**src/rtl/mem_arbiter.sv**
```systemverilog
// mem_arbiter
//   Shares one read/write port of dual_port_distributed_ram between two
//   masters (requester 0: load/store unit, requester 1: debug/DMA master).
//   One access is granted per cycle with round-robin fairness. Locked bursts
//   keep ownership for up to MAX_BURST beats while the other side waits.
//   Read data is registered, giving each requester a fixed 1-cycle latency.
//
// Parameters
//   W          data width (matches the RAM)
//   L          RAM depth in words; address width is $clog2(L)
//   MAX_BURST  max consecutive locked beats while the other side waits (>=1)
//
// Ports
//   clk, rst                      clock, synchronous active-high reset
//   reqN, lockN, weN              request, burst lock, write enable
//   addrN, wdataN                 word address, write data
//   gntN                          combinational grant; accepted when reqN & gntN
//   rvalidN, rdataN               registered read response (1-cycle pulse)
//   ram_wr_ena, ram_addr,
//   ram_wr_data, ram_rd_data      RAM port connection (read is asynchronous)
//   stall_count                   only with MEM_ARBITER_STATS_EN defined:
//                                 saturating count of cycles with a stalled
//                                 request
//
// Optional feature macro: MEM_ARBITER_STATS_EN
module mem_arbiter #(
  parameter int W         = 32,
  parameter int L         = 128,
  parameter int MAX_BURST = 4
) (
  input  logic                  clk,
  input  logic                  rst,
  input  logic                  req0,
  input  logic                  req1,
  input  logic                  lock0,
  input  logic                  lock1,
  input  logic                  we0,
  input  logic                  we1,
  input  logic [$clog2(L)-1:0]  addr0,
  input  logic [$clog2(L)-1:0]  addr1,
  input  logic [W-1:0]          wdata0,
  input  logic [W-1:0]          wdata1,
  output logic                  gnt0,
  output logic                  gnt1,
  output logic                  rvalid0,
  output logic                  rvalid1,
  output logic [W-1:0]          rdata0,
  output logic [W-1:0]          rdata1,
  output logic                  ram_wr_ena,
  output logic [$clog2(L)-1:0]  ram_addr,
  output logic [W-1:0]          ram_wr_data,
  input  logic [W-1:0]          ram_rd_data
`ifdef MEM_ARBITER_STATS_EN
  ,
  output logic [31:0]           stall_count
`endif
);

  localparam int CW = $clog2(MAX_BURST + 1);
  localparam logic [CW-1:0] MAX_CNT = CW'(MAX_BURST);

  typedef enum logic [1:0] {
    IDLE = 2'd0,
    OWN0 = 2'd1,
    OWN1 = 2'd2
  } state_t;

  state_t          state_p1;
  state_t          state_d;
  logic            ptr_p1;
  logic            ptr_d;
  logic [CW-1:0]   cnt_p1;
  logic [CW-1:0]   cnt_d;

  logic            hold0_p0;
  logic            hold1_p0;
  logic            sel_vld_p0;
  logic            sel_p0;
  logic            lock_g_p0;
  state_t          own_g_p0;
  logic            rd_acc0_p0;
  logic            rd_acc1_p0;

  // Burst counter increment, saturating at MAX_BURST.
  function automatic logic [CW-1:0] cnt_sat_inc(input logic [CW-1:0] c);
    if (c >= MAX_CNT) begin
      return MAX_CNT;
    end
    return c + CW'(1);
  endfunction

  // ---- stage p0: combinational arbitration and RAM port selection ----
  always_comb begin
    hold0_p0   = (state_p1 == OWN0) && req0 && ((cnt_p1 < MAX_CNT) || !req1);
    hold1_p0   = (state_p1 == OWN1) && req1 && ((cnt_p1 < MAX_CNT) || !req0);
    sel_vld_p0 = 1'b0;
    sel_p0     = 1'b0;
    if (hold0_p0) begin
      sel_vld_p0 = 1'b1;
      sel_p0     = 1'b0;
    end else if (hold1_p0) begin
      sel_vld_p0 = 1'b1;
      sel_p0     = 1'b1;
    end else if (req0 && req1) begin
      // Also covers forced release: the owner lost hold, ptr points away.
      sel_vld_p0 = 1'b1;
      sel_p0     = ptr_p1;
    end else if (req0) begin
      sel_vld_p0 = 1'b1;
      sel_p0     = 1'b0;
    end else if (req1) begin
      sel_vld_p0 = 1'b1;
      sel_p0     = 1'b1;
    end
    // No access is accepted while reset is asserted.
    if (rst) begin
      sel_vld_p0 = 1'b0;
    end
  end

  assign gnt0        = sel_vld_p0 && !sel_p0;
  assign gnt1        = sel_vld_p0 && sel_p0;
  assign ram_addr    = gnt1 ? addr1 : addr0;
  assign ram_wr_data = gnt1 ? wdata1 : wdata0;
  assign ram_wr_ena  = (gnt0 && we0) || (gnt1 && we1);
  assign rd_acc0_p0  = gnt0 && !we0;
  assign rd_acc1_p0  = gnt1 && !we1;
  assign lock_g_p0   = sel_p0 ? lock1 : lock0;
  assign own_g_p0    = sel_p0 ? OWN1 : OWN0;

  always_comb begin
    state_d = IDLE;
    ptr_d   = ptr_p1;
    cnt_d   = '0;
    if (sel_vld_p0) begin
      ptr_d = ~sel_p0;
      if (lock_g_p0) begin
        state_d = own_g_p0;
        cnt_d   = (state_p1 == own_g_p0) ? cnt_sat_inc(cnt_p1) : CW'(1);
      end
    end
  end

  // ---- stage p1: arbitration state register ----
  always_ff @(posedge clk) begin
    if (rst) begin
      state_p1 <= IDLE;
      ptr_p1   <= 1'b0;
      cnt_p1   <= '0;
    end else begin
      state_p1 <= state_d;
      ptr_p1   <= ptr_d;
      cnt_p1   <= cnt_d;
    end
  end

  // ---- stage p1: registered read response ----
  always_ff @(posedge clk) begin
    if (rst) begin
      rvalid0 <= 1'b0;
      rvalid1 <= 1'b0;
      rdata0  <= '0;
      rdata1  <= '0;
    end else begin
      rvalid0 <= rd_acc0_p0;
      rvalid1 <= rd_acc1_p0;
      if (rd_acc0_p0) begin
        rdata0 <= ram_rd_data;
      end
      if (rd_acc1_p0) begin
        rdata1 <= ram_rd_data;
      end
    end
  end

`ifdef MEM_ARBITER_STATS_EN
  logic stall_p0;
  assign stall_p0 = (req0 && !gnt0) || (req1 && !gnt1);

  // ---- stage p1: stall statistics ----
  always_ff @(posedge clk) begin
    if (rst) begin
      stall_count <= '0;
    end else if (stall_p0 && (stall_count != 32'hFFFF_FFFF)) begin
      stall_count <= stall_count + 32'd1;
    end
  end
`endif

endmodule

```
**config.mk**
```make
export PLATFORM = sky130hd
export DESIGN_NAME = mem_arbiter
export DESIGN_NICKNAME = d
export VERILOG_FILES = /design/src/rtl/mem_arbiter.sv
export SDC_FILE = /design/constraint.sdc
export NUM_CORES = 1
export LEC_CHECK = 0
export CAP_MARGIN = 30
export CORE_ASPECT_RATIO = 0.6
export CORE_MARGIN = 10
export CORE_UTILIZATION = 33
export CTS_CLUSTER_SIZE = 24
export DETAILED_ROUTE_END_ITERATION = 6
export PLACE_DENSITY = 0.78
export REMOVE_ABC_BUFFERS = 1
export SYNTH_ARGS = -nofsm -noshare
export SYNTH_HDL_FRONTEND = slang
export SYNTH_SLANG_ARGS = --single-unit
export TNS_END_PERCENT = 20
```
**constraint.sdc**
```tcl
create_clock -name clk -period 2.85 [get_ports clk]
set_input_delay 0.855 -clock clk [delete_from_list [all_inputs] [get_ports clk]]
set_output_delay 0.855 -clock clk [all_outputs]
set_load 0.05 [all_outputs]
```
==> metrics.log <==
[metrics] worst-path fanout max: 8
[metrics] clock latency of the later-clocked register in the worst-skew pair: 330 ps
[metrics] final hold violation count: 0
[metrics] Pwr Total: 3.30 mW
[metrics] Final Net Count: 729
[metrics] unrepaired setup endpoints after global routing: true
[metrics] area growth from synthesis to layout: 96.4%
[metrics] HPWL after detailed placement: 11600 um
[metrics] type of the most critical hold path: reg2reg
[metrics] Worst Setup Start Kind: primary input
[metrics] Num CTS Buffers: 9
[metrics] Crit. End Element: output port
[metrics] row cnt: 28
[metrics] area taken by flip-flops and latches: 0.00144 sq mm
[metrics] worst path setup slack after routing: -135 ps
[metrics] cell chain of the critical path: buf_12 -> nand2b_4 -> o221ai_4 -> nor2_4 -> buf_12 -> buf_12 -> mux2_4 -> buf_8
[metrics] final worst clock skew: 8.96 ps
[metrics] arrival time of the worst setup path: 2130 ps
[metrics] placeable core region: 0.00991 sq mm
[metrics] pin count of the biggest net entering global routing: 41
[metrics] time the final worst path needs with I/O delays and setup: 2980 ps
[metrics] number of H-tree levels: 3
[metrics] slew at the pin with the worst max-slew slack: 764 ps
[metrics] fill count: 750
[metrics] Async S/R FF share, synth: 0%
[metrics] netlist area before placement: 0.00338 sq mm
[metrics] cell area after layout: 0.00663 sq mm
[metrics] initial antenna violation count: 0
[metrics] CTS tree: done
[metrics] ports placed on the boundary: 226
[metrics] number of global-route vias before repair: 3827
[metrics] chip height: 98.3 um
[metrics] die area: 0.0148 sq mm
[metrics] Avg Synthesized Cell Area: 8.98 sq um
[metrics] worst ir drop on vdd: 0.000326 V
[metrics] number of DRC violations after detailed routing: 0
[metrics] period utilisation layout: 105%
[metrics] aggregate global-route resource usage: 20.4%
[metrics] kind of cell with the highest combined delay on the critical path: buffers and inverters
[metrics] Top FF cell, synth: dfxtp_1
[metrics] sequential element share of the synthesized area: 42.7%
[metrics] # diodes: 0
[metrics] gr ovfl total: 0
[metrics] port bufs: 225
[metrics] violated checks: setup timing
[metrics] Setup violations, final: 39
[metrics] first-pass GRT wire length: 23300 um
[metrics] total iterations of the first detailed-routing run: 4
[metrics] unique cell type count in the Yosys netlist: 32
[metrics] Reg clk slew, reported paths: 50 ps
[metrics] cell area power density: 497 mW/mm^2
[metrics] outcome: finished with violations
[metrics] maximum buffer depth of the clock tree: 2
[metrics] fraction of the core area covered by cells at the end of the flow: 66.9%
[metrics] wire length per cell: 21.0 um
[metrics] area occupied by multi-input gates: 0.00196 sq mm
[metrics] leakage power: 2.58 nW
[metrics] crit path max-delay cell type: mux2_4
[metrics] per-cell via count in the routed design: 4.90
[metrics] RePlAce Congestion: 0.976
[metrics] starting utilization of the core area: 34.0%
[metrics] placed instance area: 0.00584 sq mm
[metrics] classification of the worst setup path: in2out
[metrics] layout cell share with drive strength beyond 1: 23.0%
[metrics] Routed Wire Length: 15700 um
[metrics] Iteration-0 DRC Markers: 149
[metrics] maximum single-stage delay on the critical path: 320 ps
[metrics] width of the die: 151 um
[metrics] maximum clock frequency: 0.335 GHz
[metrics] CTS Sinks: 72
[metrics] Synth Instances: 376
[metrics] Max Slew Vio Count: 0
[metrics] number of nets still failing antenna checks after routing: 0
[metrics] library cell appearing most often on the critical path: buf_12
[metrics] count of buffer and inverter cells on the critical path: 4
[metrics] number of synthesized flops with an enable pin: 0
[metrics] number of hold-repair buffers added at the cts stage: 0
[metrics] Max Cap Viol: 0
[metrics] flop and latch count out of synthesis: 72
[metrics] required time of the worst setup path: 2000 ps
[metrics] number of vias in the routed layout: 3672
[metrics] root buf cell: clkbuf_16
[metrics] total of warnings raised by yosys: 0
[metrics] Rel. slew slack: 49.0%
layout by cell type, fill, tap and decap left out, drive strengths merged:
cell           Yosys  routed
inv                5       5
clkdlybuf4s50      0     180
and2               1       1
nor3               4       4
clkinv             0       2
nor4b              1       1
nand2             66      66
or3b               1       1
a31o               1       1
dfxtp             72      72
a21o               1       1
o21bai             1       1
mux2              39      39
nand3             32      32
nand2b             1       1
buf               10      72
bufinv             0       2
o21a               2       2
clkbuf            20      11
o221ai             1       1
a21oi             35      35
o21ai             33      33
o22a               1       1
nor2b              3       3
mux2i             34      34
ha                 2       2
and3b              1       1
nor2               8       8
a21bo              1       1
clkinvlp           0       1
cell families after synthesis:
kind of cell / after synthesis / share of synthesized area, %
muxes: 73 / 23.1
DFF: 72 / 42.7
AOI/OAI and AO/OA: 76 / 12.7
buffers and inverters: 35 / 5.23
adders and majority gates: 2 / 0.741
and+or+nand+nor: 118 / 15.6
Yosys cell counts, types with 4 or more instances:
library cell / number / area, sq um
o21ai_0: 32 / 160
dfxtp_1: 72 / 1440
mux2_1: 39 / 439
inv_1: 5 / 18.8
nor3_1: 4 / 20.0
clkbuf_1: 20 / 75.1
a21oi_1: 34 / 170
buf_6: 4 / 45.0
nor2_1: 6 / 22.5
mux2i_1: 34 / 340
nand3_1: 32 / 160
nand2_1: 66 / 248
layout make-up:
class | instances | share of cell area, %
clock buffer | 11 | 3.51
clock inverter | 5 | 1.23
timing repair buffer | 252 | 41.0
tap | 135 | 2.55
inverter | 5 | 0.283
sequential | 72 | 21.8
multi-input combinational | 269 | 29.6
flip-flops by register name (all words and copies together), names as in the netlist:
name / count
rvalid1: 1
cnt_p1: 3
ptr_p1: 1
rdata1: 32
rdata0: 32
rvalid0: 1
state_p1: 2
per-stage QoR:
stage                     worst slack, ps  instances  setup TNS, ps  hold WS [ps]
after floorplan                      -617        346         -24120           503
after CTS                            -176        750          -4320           460
after global placement               -504        726         -19960           441
after detailed placement             -567        726         -21650           447
final                                -135        749          -3310           457
after global routing                 -162        749          -4420           478
final timing paths:
kind                                   from               to  slack (ps)  depth (start not counted)
worst min register to register   rdata1[31]       rdata1[31]         460                          2
worst min-delay path             rdata1[31]       rdata1[31]         460                          2
worst max-delay path                   req0  ram_wr_data[10]        -130                          8
worst max register to register  state_p1[1]        rdata1[2]        1110                          7
where the power goes:
group / switching [mW] / leakage [nW] / internal (mW) / total [mW]
combinational: 0.564 / 1.84 / 0.474 / 1.04
clock: 0.415 / 0.150 / 0.766 / 1.18
sequential: 0.0262 / 0.587 / 1.05 / 1.08
total: 1.01 / 2.58 / 2.29 / 3.30
per-layer routing:
layer  routed length [um]  vias up  part of all wire [%]  track usage (%)
met5                    0        -                     0                0
met4                  144        0                  0.91             4.72
met3                 1060        9                   6.8             5.12
met2                 7860      115                    50             34.6
met1                 6680     1775                    42             25.3
li1                     -     1773                     -                -
worst reg2reg max path, stage by stage (launching register included):
cell and delay, ps:
dfxtp_1 400, nor2b_4 240, o221ai_4 130, buf_4 150, buf_6 130, nor2_4 100
buf_12 260, mux2i_1 260
timing repair:
action / in CTS / in global routing
pin swaps: 2 / 2
gates resized for setup: 114 / 9
buffers inserted: 5 / 2
endpoints found under the setup margin: 42 / 39
cloned: 3 / 0
Power figures use the tool's default switching activity.
